`src/rtl/layer_readout_ctrl_if.sv`:
```
// Bundles the sequencer start, accumulator read/clear bus and output element stream
// of layer_readout_ctrl; master is the controller, slave is its environment.
interface layer_readout_ctrl_if #(
  parameter int ACC_W  = 32,
  parameter int DATA_W = 16
);
  logic              start_layering;
  logic [2:0]        acc_sel;
  logic              layer_ctrl_busy;
  logic              acc_rd_en;
  logic [1:0]        acc_rd_mac;
  logic [2:0]        acc_rd_sel;
  logic [ACC_W-1:0]  acc_rd_data;
  logic              acc_clr;
  logic [DATA_W-1:0] y_data;
  logic [4:0]        y_idx;
  logic              y_valid;
  logic              y_ready;
  logic              y_last;

  modport master (
    input  start_layering, acc_sel, acc_rd_data, y_ready,
    output layer_ctrl_busy, acc_rd_en, acc_rd_mac, acc_rd_sel, acc_clr,
           y_data, y_idx, y_valid, y_last
  );

  modport slave (
    output start_layering, acc_sel, acc_rd_data, y_ready,
    input  layer_ctrl_busy, acc_rd_en, acc_rd_mac, acc_rd_sel, acc_clr,
           y_data, y_idx, y_valid, y_last
  );
endinterface

```
`src/rtl/layer_readout_ctrl.sv`:
```
// Reads one accumulator bank from the four MACs, shifts/saturates each value into a
// streamed output element, then clears the bank. Optional macro: LAYER_RELU_EN.
module layer_readout_ctrl #(
  parameter int ACC_W  = 32,
  parameter int DATA_W = 16,
  parameter int SHIFT  = 8
) (
  input  logic                 clk,
  input  logic                 rst_n,
  layer_readout_ctrl_if.master bus
);

  typedef enum logic [2:0] {IDLE, READ, WAIT, SEND, CLEAR} state_t;

  localparam logic signed [ACC_W-1:0] SAT_MAX = {{(ACC_W-DATA_W+1){1'b0}}, {(DATA_W-1){1'b1}}};
  localparam logic signed [ACC_W-1:0] SAT_MIN = {{(ACC_W-DATA_W+1){1'b1}}, {(DATA_W-1){1'b0}}};

  state_t            state_q, state_d;
  logic [1:0]        cnt_q, cnt_d;
  logic [2:0]        sel_q, sel_d;
  logic              busy_q, busy_d;
  logic              rd_en_q, rd_en_d;
  logic              clr_q, clr_d;
  logic [DATA_W-1:0] y_data_q, y_data_d;
  logic [4:0]        y_idx_q, y_idx_d;
  logic              y_valid_q, y_valid_d;
  logic              y_last_q, y_last_d;

  // Arithmetic shift floors toward -inf; the result is then clamped to the DATA_W range.
  function automatic logic [DATA_W-1:0] format_acc(input logic signed [ACC_W-1:0] acc);
    logic signed [ACC_W-1:0] shifted;
    shifted = acc >>> SHIFT;
`ifdef LAYER_RELU_EN
    if (shifted < 0) shifted = '0;
`endif
    if (shifted > SAT_MAX)      format_acc = SAT_MAX[DATA_W-1:0];
    else if (shifted < SAT_MIN) format_acc = SAT_MIN[DATA_W-1:0];
    else                        format_acc = shifted[DATA_W-1:0];
  endfunction

  always_comb begin
    state_d   = state_q;
    cnt_d     = cnt_q;
    sel_d     = sel_q;
    rd_en_d   = 1'b0;
    clr_d     = 1'b0;
    y_data_d  = y_data_q;
    y_idx_d   = y_idx_q;
    y_valid_d = y_valid_q;
    y_last_d  = y_last_q;
    unique case (state_q)
      IDLE: begin
        // busy_q still covers the first IDLE cycle after CLEAR, so a start there is ignored
        if (bus.start_layering && !busy_q) begin
          sel_d   = bus.acc_sel;
          cnt_d   = 2'd0;
          rd_en_d = 1'b1;
          state_d = READ;
        end
      end
      READ: state_d = WAIT;
      WAIT: begin
        y_data_d  = format_acc($signed(bus.acc_rd_data));
        y_idx_d   = {sel_q, cnt_q};
        y_valid_d = 1'b1;
        y_last_d  = (cnt_q == 2'd3);
        state_d   = SEND;
      end
      SEND: begin
        if (bus.y_ready) begin
          y_valid_d = 1'b0;
          y_last_d  = 1'b0;
          if (cnt_q == 2'd3) begin
            clr_d   = 1'b1;
            state_d = CLEAR;
          end else begin
            cnt_d   = cnt_q + 2'd1;
            rd_en_d = 1'b1;
            state_d = READ;
          end
        end
      end
      CLEAR: state_d = IDLE;
      default: state_d = IDLE;
    endcase
    busy_d = (state_q != IDLE) || (state_d != IDLE);
  end

  always_ff @(posedge clk) begin
    if (!rst_n) begin
      state_q   <= IDLE;
      cnt_q     <= '0;
      sel_q     <= '0;
      busy_q    <= 1'b0;
      rd_en_q   <= 1'b0;
      clr_q     <= 1'b0;
      y_data_q  <= '0;
      y_idx_q   <= '0;
      y_valid_q <= 1'b0;
      y_last_q  <= 1'b0;
    end else begin
      state_q   <= state_d;
      cnt_q     <= cnt_d;
      sel_q     <= sel_d;
      busy_q    <= busy_d;
      rd_en_q   <= rd_en_d;
      clr_q     <= clr_d;
      y_data_q  <= y_data_d;
      y_idx_q   <= y_idx_d;
      y_valid_q <= y_valid_d;
      y_last_q  <= y_last_d;
    end
  end

  assign bus.layer_ctrl_busy = busy_q;
  assign bus.acc_rd_en       = rd_en_q;
  assign bus.acc_rd_mac      = cnt_q;
  assign bus.acc_rd_sel      = sel_q;
  assign bus.acc_clr         = clr_q;
  assign bus.y_data          = y_data_q;
  assign bus.y_idx           = y_idx_q;
  assign bus.y_valid         = y_valid_q;
  assign bus.y_last          = y_last_q;

endmodule

```
`src/flat_wrapper.sv`:
```
// flat-port wrapper written by rule: the top's interface ports become plain ports
module layer_readout_ctrl_flat 
#(
  parameter int ACC_W  = 32,
  parameter int DATA_W = 16,
  parameter int SHIFT  = 8
)
  (clk, rst_n, bus_start_layering, bus_acc_sel, bus_acc_rd_data, bus_y_ready, bus_layer_ctrl_busy, bus_acc_rd_en, bus_acc_rd_mac, bus_acc_rd_sel, bus_acc_clr, bus_y_data, bus_y_idx, bus_y_valid, bus_y_last);
  layer_readout_ctrl_if #(.ACC_W(ACC_W), .DATA_W(DATA_W)) bus_i ();
  input  logic clk;
  input  logic rst_n;
  input wire logic [$bits(bus_i.start_layering)-1:0] bus_start_layering;
  input wire logic [$bits(bus_i.acc_sel)-1:0] bus_acc_sel;
  input wire logic [$bits(bus_i.acc_rd_data)-1:0] bus_acc_rd_data;
  input wire logic [$bits(bus_i.y_ready)-1:0] bus_y_ready;
  output wire logic [$bits(bus_i.layer_ctrl_busy)-1:0] bus_layer_ctrl_busy;
  output wire logic [$bits(bus_i.acc_rd_en)-1:0] bus_acc_rd_en;
  output wire logic [$bits(bus_i.acc_rd_mac)-1:0] bus_acc_rd_mac;
  output wire logic [$bits(bus_i.acc_rd_sel)-1:0] bus_acc_rd_sel;
  output wire logic [$bits(bus_i.acc_clr)-1:0] bus_acc_clr;
  output wire logic [$bits(bus_i.y_data)-1:0] bus_y_data;
  output wire logic [$bits(bus_i.y_idx)-1:0] bus_y_idx;
  output wire logic [$bits(bus_i.y_valid)-1:0] bus_y_valid;
  output wire logic [$bits(bus_i.y_last)-1:0] bus_y_last;
  assign bus_i.start_layering = bus_start_layering;
  assign bus_i.acc_sel = bus_acc_sel;
  assign bus_i.acc_rd_data = bus_acc_rd_data;
  assign bus_i.y_ready = bus_y_ready;
  assign bus_layer_ctrl_busy = bus_i.layer_ctrl_busy;
  assign bus_acc_rd_en = bus_i.acc_rd_en;
  assign bus_acc_rd_mac = bus_i.acc_rd_mac;
  assign bus_acc_rd_sel = bus_i.acc_rd_sel;
  assign bus_acc_clr = bus_i.acc_clr;
  assign bus_y_data = bus_i.y_data;
  assign bus_y_idx = bus_i.y_idx;
  assign bus_y_valid = bus_i.y_valid;
  assign bus_y_last = bus_i.y_last;
  layer_readout_ctrl #(.ACC_W(ACC_W), .DATA_W(DATA_W), .SHIFT(SHIFT)) u_core (.clk(clk), .rst_n(rst_n), .bus(bus_i));
endmodule
```
`config.mk`:
```
export PLATFORM = sky130hd
export DESIGN_NAME = layer_readout_ctrl_flat
export DESIGN_NICKNAME = d
export VERILOG_FILES = /design/src/rtl/layer_readout_ctrl_if.sv /design/src/rtl/layer_readout_ctrl.sv /design/src/flat_wrapper.sv
export SDC_FILE = /design/constraint.sdc
export NUM_CORES = 1
export LEC_CHECK = 0
export CORE_ASPECT_RATIO = 0.75
export CORE_MARGIN = 1
export CORE_UTILIZATION = 44
export CTS_CLUSTER_SIZE = 28
export DETAILED_ROUTE_END_ITERATION = 16
export PLACE_DENSITY = 0.82
export SKIP_CTS_REPAIR_TIMING = 1
export SYNTH_ARGS = -nofsm -noshare
export SYNTH_HDL_FRONTEND = slang
export SYNTH_SLANG_ARGS = --single-unit
```
`constraint.sdc`:
```
create_clock -name clk -period 3.3 [get_ports clk]
set_input_delay 0.99 -clock clk [delete_from_list [all_inputs] [get_ports clk]]
set_output_delay 0.99 -clock clk [all_outputs]
set_load 0.05 [all_outputs]
```
==> flow_metrics.py, run 1 <==
metrics = {
    "run_status": {
        "run_status": "finished clean",
    },
    "detailed_routing": {
        "routed_via_density": 5.092,
        "detailed_router_iteration_count_before_antenna_repair": 2,
        "wl_um": 3493,
        "ant_nets": 0,
        "detail_route.drc_violations": 0,
        "drt-wirelength-per-cell_um": 13.92,
        "vias": 1278,
        "drt_first_iter_violations": 44,
    },
    "synth": {
        "synth_area_per_cell_um2": 10.20,
        "seq_area_frac_synth_pct": 44.48,
        "count_of_flip_flops_with_a_built_in_enable_after_synthesis": 0,
        "post_synth_instance_area_mm2": 0.001530,
        "synth_ff_type": "dfxtp_1",
        "synthesis.yosys.warnings": 0,
        "synthCells": 150,
        "synth.ff_latch_count": 34,
        "synth_async_sr_flop_share_pct": 0,
        "synth.largest_area_cell": "dfxtp_1",
        "synth.lib_cells_used.distinct": 34,
        "synthDominantCellAreaShare_pct": 44.48,
        "netlist_top_cells_area": "dfxtp_1, o211ai_2, a21boi_2",
        "syn_nets": 190,
    },
    "power": {
        "power.density_cell_area_mw_per_mm2": 456.1,
        "leakagePower_nw": 0.7930,
        "fin_total_pwr_mw": 1.018,
        "max-vdd-ir-drop_uv": 337.8,
    },
    "hold_path": {
        "hold_path_class": "register to register",
        "worst_hold_path.endpoint": "u_core.bus.y_data[13]$_SDFFE_PN0P_",
        "timing.hold.worst_path_depth": 2,
        "hold_start": "u_core.bus.y_data[13]$_SDFFE_PN0P_",
    },
    "sta": {
        "timing.final.hold_violations": 0,
        "maxSlewHeadroom_pct": 37.34,
        "fmaxAchievable_mhz": 399.3,
        "rsz0062_at_grt": "false",
        "fin_setup_tns_ns": 0,
        "finalSetupViolCount": 0,
        "max_slew.worst_pin.slew_ns": 0.9399,
        "maxSlewViolCount": 0,
        "post-route-worst-setup-slack_ns": 0.7956,
        "min_period_over_period_pct": 75.89,
        "skew_ns": 0.006822,
        "final.min_clock_period_ns": 2.504,
    },
    "final_layout": {
        "total_area_of_multi_input_combinational_cells_um2": 783.3,
        "area.sequential_um2": 680.7,
        "drive_above_1_share_pct": 18.96,
        "insertedDiodeCount": 0,
        "area_growth_syn_to_layout_pct": 45.79,
        "num-nets-final": 250,
        "num-fill-cells": 241,
    },
    "die": {
        "die-height_um": 53.07,
        "boundaryPins": 70,
        "row_count": 18,
        "area_of_the_placeable_core_mm2": 0.003311,
        "fp.dieW_um": 70.10,
        "design.die.area_mm2": 0.003720,
        "initial_utilization_pct": 46.22,
    },
    "placement": {
        "dpl.hpwl_um": 2563,
        "gpl.final_weighted_congestion": 0.7110,
        "portBuffers": 61,
        "worst_setup_timing_slack_at_the_placement_stage_ns": 0.5489,
    },
    "clock_network": {
        "cts_num_sinks": 34,
        "clock_transition_at_the_registers_of_the_reported_paths_ns": 0.07,
        "cts-buffers-inserted": 5,
        "cts_tree": "built",
        "cts_htree_levels": 2,
        "clk_latency_ns": 0.28,
        "ctsRootBufferMaster": "clkbuf_8",
        "clockBufferDepth": 2,
    },
    "critical_path": {
        "rr_startpoint": "u_core.state_q[1]$_SDFF_PN0_",
        "timing.rr.end": "u_core.bus.y_data[11]$_SDFFE_PN0P_",
        "startpoint_type": "register",
        "worst-setup-path-type": "register to primary output",
        "crit_path_end_kind": "primary output",
        "cp_data_required_time_ns": 2.31,
        "critical_path.n_buffers_inverters": 1,
        "worstPathCellList": "clkdlybuf4s50_1",
        "cp_max_fanout": 5,
        "worst-endpoint-arrival_ns": 1.51,
        "rr_worst_depth": 4,
        "standard_cell_with_the_maximum_stage_delay_on_the_critical_path": "clkdlybuf4s50_1",
        "reg2reg_setup_slack_ns": 1.69,
        "crit_path_max_incr_delay_ns": 0.84,
        "critical-path-top-delay-family": "buffers and inverters",
    },
    "global_route": {
        "grt_max_degree": 24,
        "via_count_of_the_first_global_routing_pass": 1225,
        "antenna_violations_before_repair": 0,
        "grt_pass1_wl_um": 5540,
        "gr-usage-all-layers_pct": 19.59,
        "globalRouteOverflowTotal": 0,
    },
    "job": {
        "max-cap-violations": 0,
    },
}
## layout by cell type, fill, tap and decap left out
cell type / n
mux2i_1: 3
o211a_1: 1
nand4_1: 2
nand2_1: 31
clkbuf_8: 6
a21boi_2: 11
a21oi_2: 1
a31oi_1: 1
a21oi_1: 1
nor3_2: 1
o211ai_2: 10
or2_1: 2
nor2_1: 3
o21ai_0: 1
clkinv_2: 1
dfxtp_1: 34
clkdlybuf4s50_1: 61
a21boi_0: 2
nand3b_2: 1
ha_1: 1
a21boi_1: 13
nand2b_2: 1
buf_4: 2
nand3_1: 3
nor2b_1: 4
nor2_4: 1
o211ai_1: 5
clkbuf_1: 1
or3_1: 1
nand4b_2: 1
a31o_2: 1
xnor2_1: 1
o21ai_2: 1
nor4_2: 2
## Yosys cell counts, drive strengths merged (2+ instances only)
master   n
dfxtp   34
nand3    3
buf      6
mux2i    3
nand2   31
or2      2
nand4    2
nor2b    4
clkbuf   4
nor2     4
o211ai  15
o21ai    2
nor4     2
a21oi    2
a21boi  26
## per-stage QoR
step                std cells  hold slack, ns  utilization (%)  instance area (um^2)
floorplan                 150          0.5244                -                  1530
global placement          243          0.4367            64.63                  2140
detailed placement        243          0.4470            64.63                  2140
CTS                       251          0.4526            67.38                  2231
global route              251          0.4712            67.38                  2231
finish                    251          0.4488            67.38                  2231
## area by class of cell
type                       count  share of cell area, %
timing repair buffer          63                  28.04
clock inverter                 1                 0.2243
tap                           40                  2.243
clock buffer                   7                  3.870
sequential                    34                  30.51
multi-input combinational    106                  35.11
## routing by layer
metal / global-route usage, % / vias up / share of wire [%]
li1: - / 653 / -
met1: 23.69 / 574 / 45
met2: 31.25 / 47 / 46
met3: 8.190 / 4 / 8.0
met4: 7.667 / 0 / 1.1
met5: 0 / - / 0
## worst reg2reg max path: cells and delay by family, from the launching register on
family / cells / cell delay (ns)
simple gates: 2 / 0.67
flops: 1 / 0.49
compound gates: 2 / 0.39
## worst max-delay path by stage
| stage | startpoint | end | slack [ns] | cells past startpoint |
|---|---|---|---|---|
| floorplan | bus_acc_rd_data[30] | u_core.bus.y_data[6]$_SDFFE_PN0P_ | 1.39 | 5 |
| global placement | bus_acc_rd_data[25] | u_core.bus.y_data[10]$_SDFFE_PN0P_ | 0.65 | 5 |
| detailed placement | bus_acc_rd_data[25] | u_core.bus.y_data[11]$_SDFFE_PN0P_ | 0.55 | 5 |
| CTS | u_core.bus.acc_rd_mac[0]$_SDFFE_PN0P_ | bus_acc_rd_mac[0] | 0.77 | 1 |
| global route | u_core.bus.acc_rd_mac[0]$_SDFFE_PN0P_ | bus_acc_rd_mac[0] | 0.72 | 1 |
| finish | u_core.bus.acc_rd_mac[0]$_SDFFE_PN0P_ | bus_acc_rd_mac[0] | 0.80 | 1 |
## kinds of logic (layout without fill, tap and decap cells)
logic type / after synthesis / count (layout) / share of synthesized area, %
AO/OA/AOI/OAI: 48 / 48 / 29.52
adder cells (fa/ha/maj): 1 / 1 / 0.8175
flip-flops: 34 / 34 / 44.48
AND/OR/NAND/NOR: 53 / 53 / 18.31
buffers and inverters: 10 / 71 / 4.333
XOR/XNOR: 1 / 1 / 0.5725
multiplexers: 3 / 3 / 1.962
## report_power, final
group	switching, mW	internal [mW]	leakage (nW)	total (mW)
Combinational	0.150	0.104	0.469	0.253
Clock	0.142	0.168	0.0482	0.311
Sequential	0.0193	0.434	0.276	0.454
## flip-flops by register name (all words and copies together) (netlist names)
| name | count |
|---|---|
| u_core.bus.y_idx | 5 |
| u_core.state_q | 3 |
| u_core.bus.y_valid | 1 |
| u_core.bus.acc_rd_en | 1 |
| u_core.bus.acc_rd_sel | 3 |
| u_core.bus.acc_rd_mac | 2 |
| u_core.bus.y_last | 1 |
| u_core.bus.layer_ctrl_busy | 1 |
| u_core.bus.y_data | 16 |
| u_core.bus.acc_clr | 1 |
Note: power is estimated with default switching activity, not from simulation.
==> run 2, diff against run 1 <==
Settings changed: CORE_UTILIZATION 44 to 37, PLACE_DENSITY 0.82 to 0.74.
Clock period 3.3 ns to 2 ns, I/O delays scaled along.
==> flow_metrics.py, run 2 (same netlist as run 1, synthesis figures left out) <==
metrics = {
    "run_status": {
        "run_status": "finished clean",
    },
    "sta": {
        "skew_ns": 0.005956,
        "final.min_clock_period_ns": 1.799,
        "fin_setup_tns_ns": 0,
        "whs_ns": 0.4537,
        "finalSetupViolCount": 0,
        "timing.final.hold_violations": 0,
        "maxSlewViolCount": 0,
        "rsz0062_at_grt": "false",
        "fmaxAchievable_mhz": 555.7,
        "maxSlewHeadroom_pct": 47.64,
        "max_slew.worst_pin.slew_ns": 0.7855,
        "min_period_over_period_pct": 89.97,
    },
    "global_route": {
        "gr-usage-all-layers_pct": 17.77,
        "antenna_violations_before_repair": 0,
        "grt_max_degree": 23,
        "grt_pass1_wl_um": 6023,
        "via_count_of_the_first_global_routing_pass": 1344,
        "globalRouteOverflowTotal": 0,
    },
    "detailed_routing": {
        "routed_via_density": 4.933,
        "drt_first_iter_violations": 34,
        "drt-wirelength-per-cell_um": 13.55,
        "wl_um": 3617,
        "detail_route.drc_violations": 0,
        "vias": 1317,
        "detailed_router_iteration_count_before_antenna_repair": 4,
        "ant_nets": 0,
    },
    "hold_path": {
        "hold_path_class": "register to register",
        "hold_start": "u_core.bus.y_idx[3]$_SDFFE_PN0P_",
    },
    "critical_path": {
        "reg2reg_setup_slack_ns": 0.38,
        "worst-setup-path-type": "input port to register",
        "worstPathCellList": "clkdlybuf4s50_1 > nor4_2 > a21oi_4 > o211ai_1 > a21boi_1",
        "cp_max_fanout": 15,
        "critical-path-top-delay-family": "compound AO/OA/AOI/OAI gates",
        "standard_cell_with_the_maximum_stage_delay_on_the_critical_path": "clkdlybuf4s50_1",
        "critical_path_cell_count": 5,
        "worst-endpoint-arrival_ns": 1.98,
        "rr_startpoint": "u_core.state_q[0]$_SDFF_PN0_",
        "cp_data_required_time_ns": 2.18,
        "startpoint_type": "input port",
        "crit_path_end_kind": "register",
        "timing.rr.end": "u_core.bus.y_last$_SDFFE_PN0P_",
        "crit_path_end": "u_core.bus.y_data[10]$_SDFFE_PN0P_",
        "critical_path.n_buffers_inverters": 1,
        "setup_crit_start": "bus_acc_rd_data[30]",
        "rr_worst_depth": 3,
        "crit_path_max_incr_delay_ns": 0.44,
    },
    "clock_network": {
        "cts_tree": "built",
        "clock_transition_at_the_registers_of_the_reported_paths_ns": 0.08,
        "cts-buffers-inserted": 5,
        "cts_htree_levels": 2,
        "cts_num_sinks": 34,
        "ctsRootBufferMaster": "clkbuf_8",
        "clockBufferDepth": 2,
        "clk_latency_ns": 0.29,
    },
    "die": {
        "row_count": 19,
        "area_of_the_placeable_core_mm2": 0.003804,
        "die-height_um": 57.70,
        "boundaryPins": 70,
        "design.die.area_mm2": 0.004400,
        "fp.dieW_um": 76.26,
        "initial_utilization_pct": 40.23,
    },
    "placement": {
        "placedCellCount": 259,
        "placed_cell_area_mm2": 0.002120,
        "dpl.hpwl_um": 2705,
        "portBuffers": 61,
        "gpl.final_weighted_congestion": 0.7676,
    },
    "final_layout": {
        "num-fill-cells": 340,
        "num-nets-final": 254,
        "final_util_pct": 58.91,
        "total_area_of_multi_input_combinational_cells_um2": 790.8,
        "fin_cells": 267,
        "area.sequential_um2": 680.7,
        "number_of_flip_flops_under_the_largest_register_name": 16,
        "area_growth_syn_to_layout_pct": 46.44,
        "finish.instance_area_mm2": 0.002241,
        "layout.cells.most_common": "buf_4",
        "most-common-layout-cells": "buf_4, dfxtp_1, nand2_1",
        "insertedDiodeCount": 0,
        "drive_above_1_share_pct": 35.35,
    },
    "power": {
        "leakagePower_nw": 0.8811,
        "power.density_cell_area_mw_per_mm2": 803.5,
        "max-vdd-ir-drop_uv": 617.1,
    },
    "job": {
        "max-cap-violations": 0,
    },
}
run 2: area by class of cell:
| class | count | share of cell area, % |
|---|---|---|
| Clock buffer | 5 | 3.071 |
| Clock inverter | 3 | 2.010 |
| Multi-Input combinational cell | 106 | 35.29 |
| Sequential cell | 34 | 30.37 |
| Tap cell | 52 | 2.903 |
| Timing Repair Buffer | 67 | 26.35 |
run 2: through the flow:
step	power [mW]	setup slack [ns]
after CTS	1.819	-0.04335
after detailed placement	1.185	-0.3229
after global routing	1.875	0.08601
after floorplan	1.032	0.4801
final	1.801	0.2006
after global placement	1.172	-0.2564
run 2: how the worst min path moves through the flow:
| stage | cells after the start | end |
|---|---|---|
| after global routing | 2 | u_core.bus.y_data[0]$_SDFFE_PN0P_ |
| after global placement | 2 | u_core.bus.y_data[12]$_SDFFE_PN0P_ |
| after CTS | 2 | u_core.bus.y_idx[3]$_SDFFE_PN0P_ |
| final | 2 | u_core.bus.y_idx[3]$_SDFFE_PN0P_ |
| after detailed placement | 2 | u_core.bus.y_idx[3]$_SDFFE_PN0P_ |
| after floorplan | 3 | u_core.bus.acc_rd_en$_SDFF_PN0_ |
run 2: metal layers:
| layer | wire [um] | up-vias | global-route usage, % | share of wire, % |
|---|---|---|---|---|
| met5 | 0 | - | 0 | 0 |
| met2 | 1722 | 44 | 31.40 | 48 |
| li1 | - | 663 | - | - |
| met1 | 1527 | 603 | 19.01 | 42 |
| met3 | 300 | 7 | 6.457 | 8.3 |
| met4 | 66 | 0 | 9.341 | 1.8 |
run 2: worst register-to-register path, delay by kind of cell (launching register included):
kind	cells	cell delay (ns)
flops	1	0.53
simple gates	2	0.86
compound gates	1	0.18
run 2: power breakdown:
part	leakage, nW	switching [mW]	internal [mW]	total [mW]
clock network	0.0504	0.263	0.370	0.633
registers	0.276	0.0322	0.716	0.749
logic	0.555	0.251	0.168	0.419
==> run 3, diff against run 2 <==
Settings changed: CORE_MARGIN 1 to default.
==> results of run 3 <==
Final layout, timing and power as in run 2 (identical DEF).
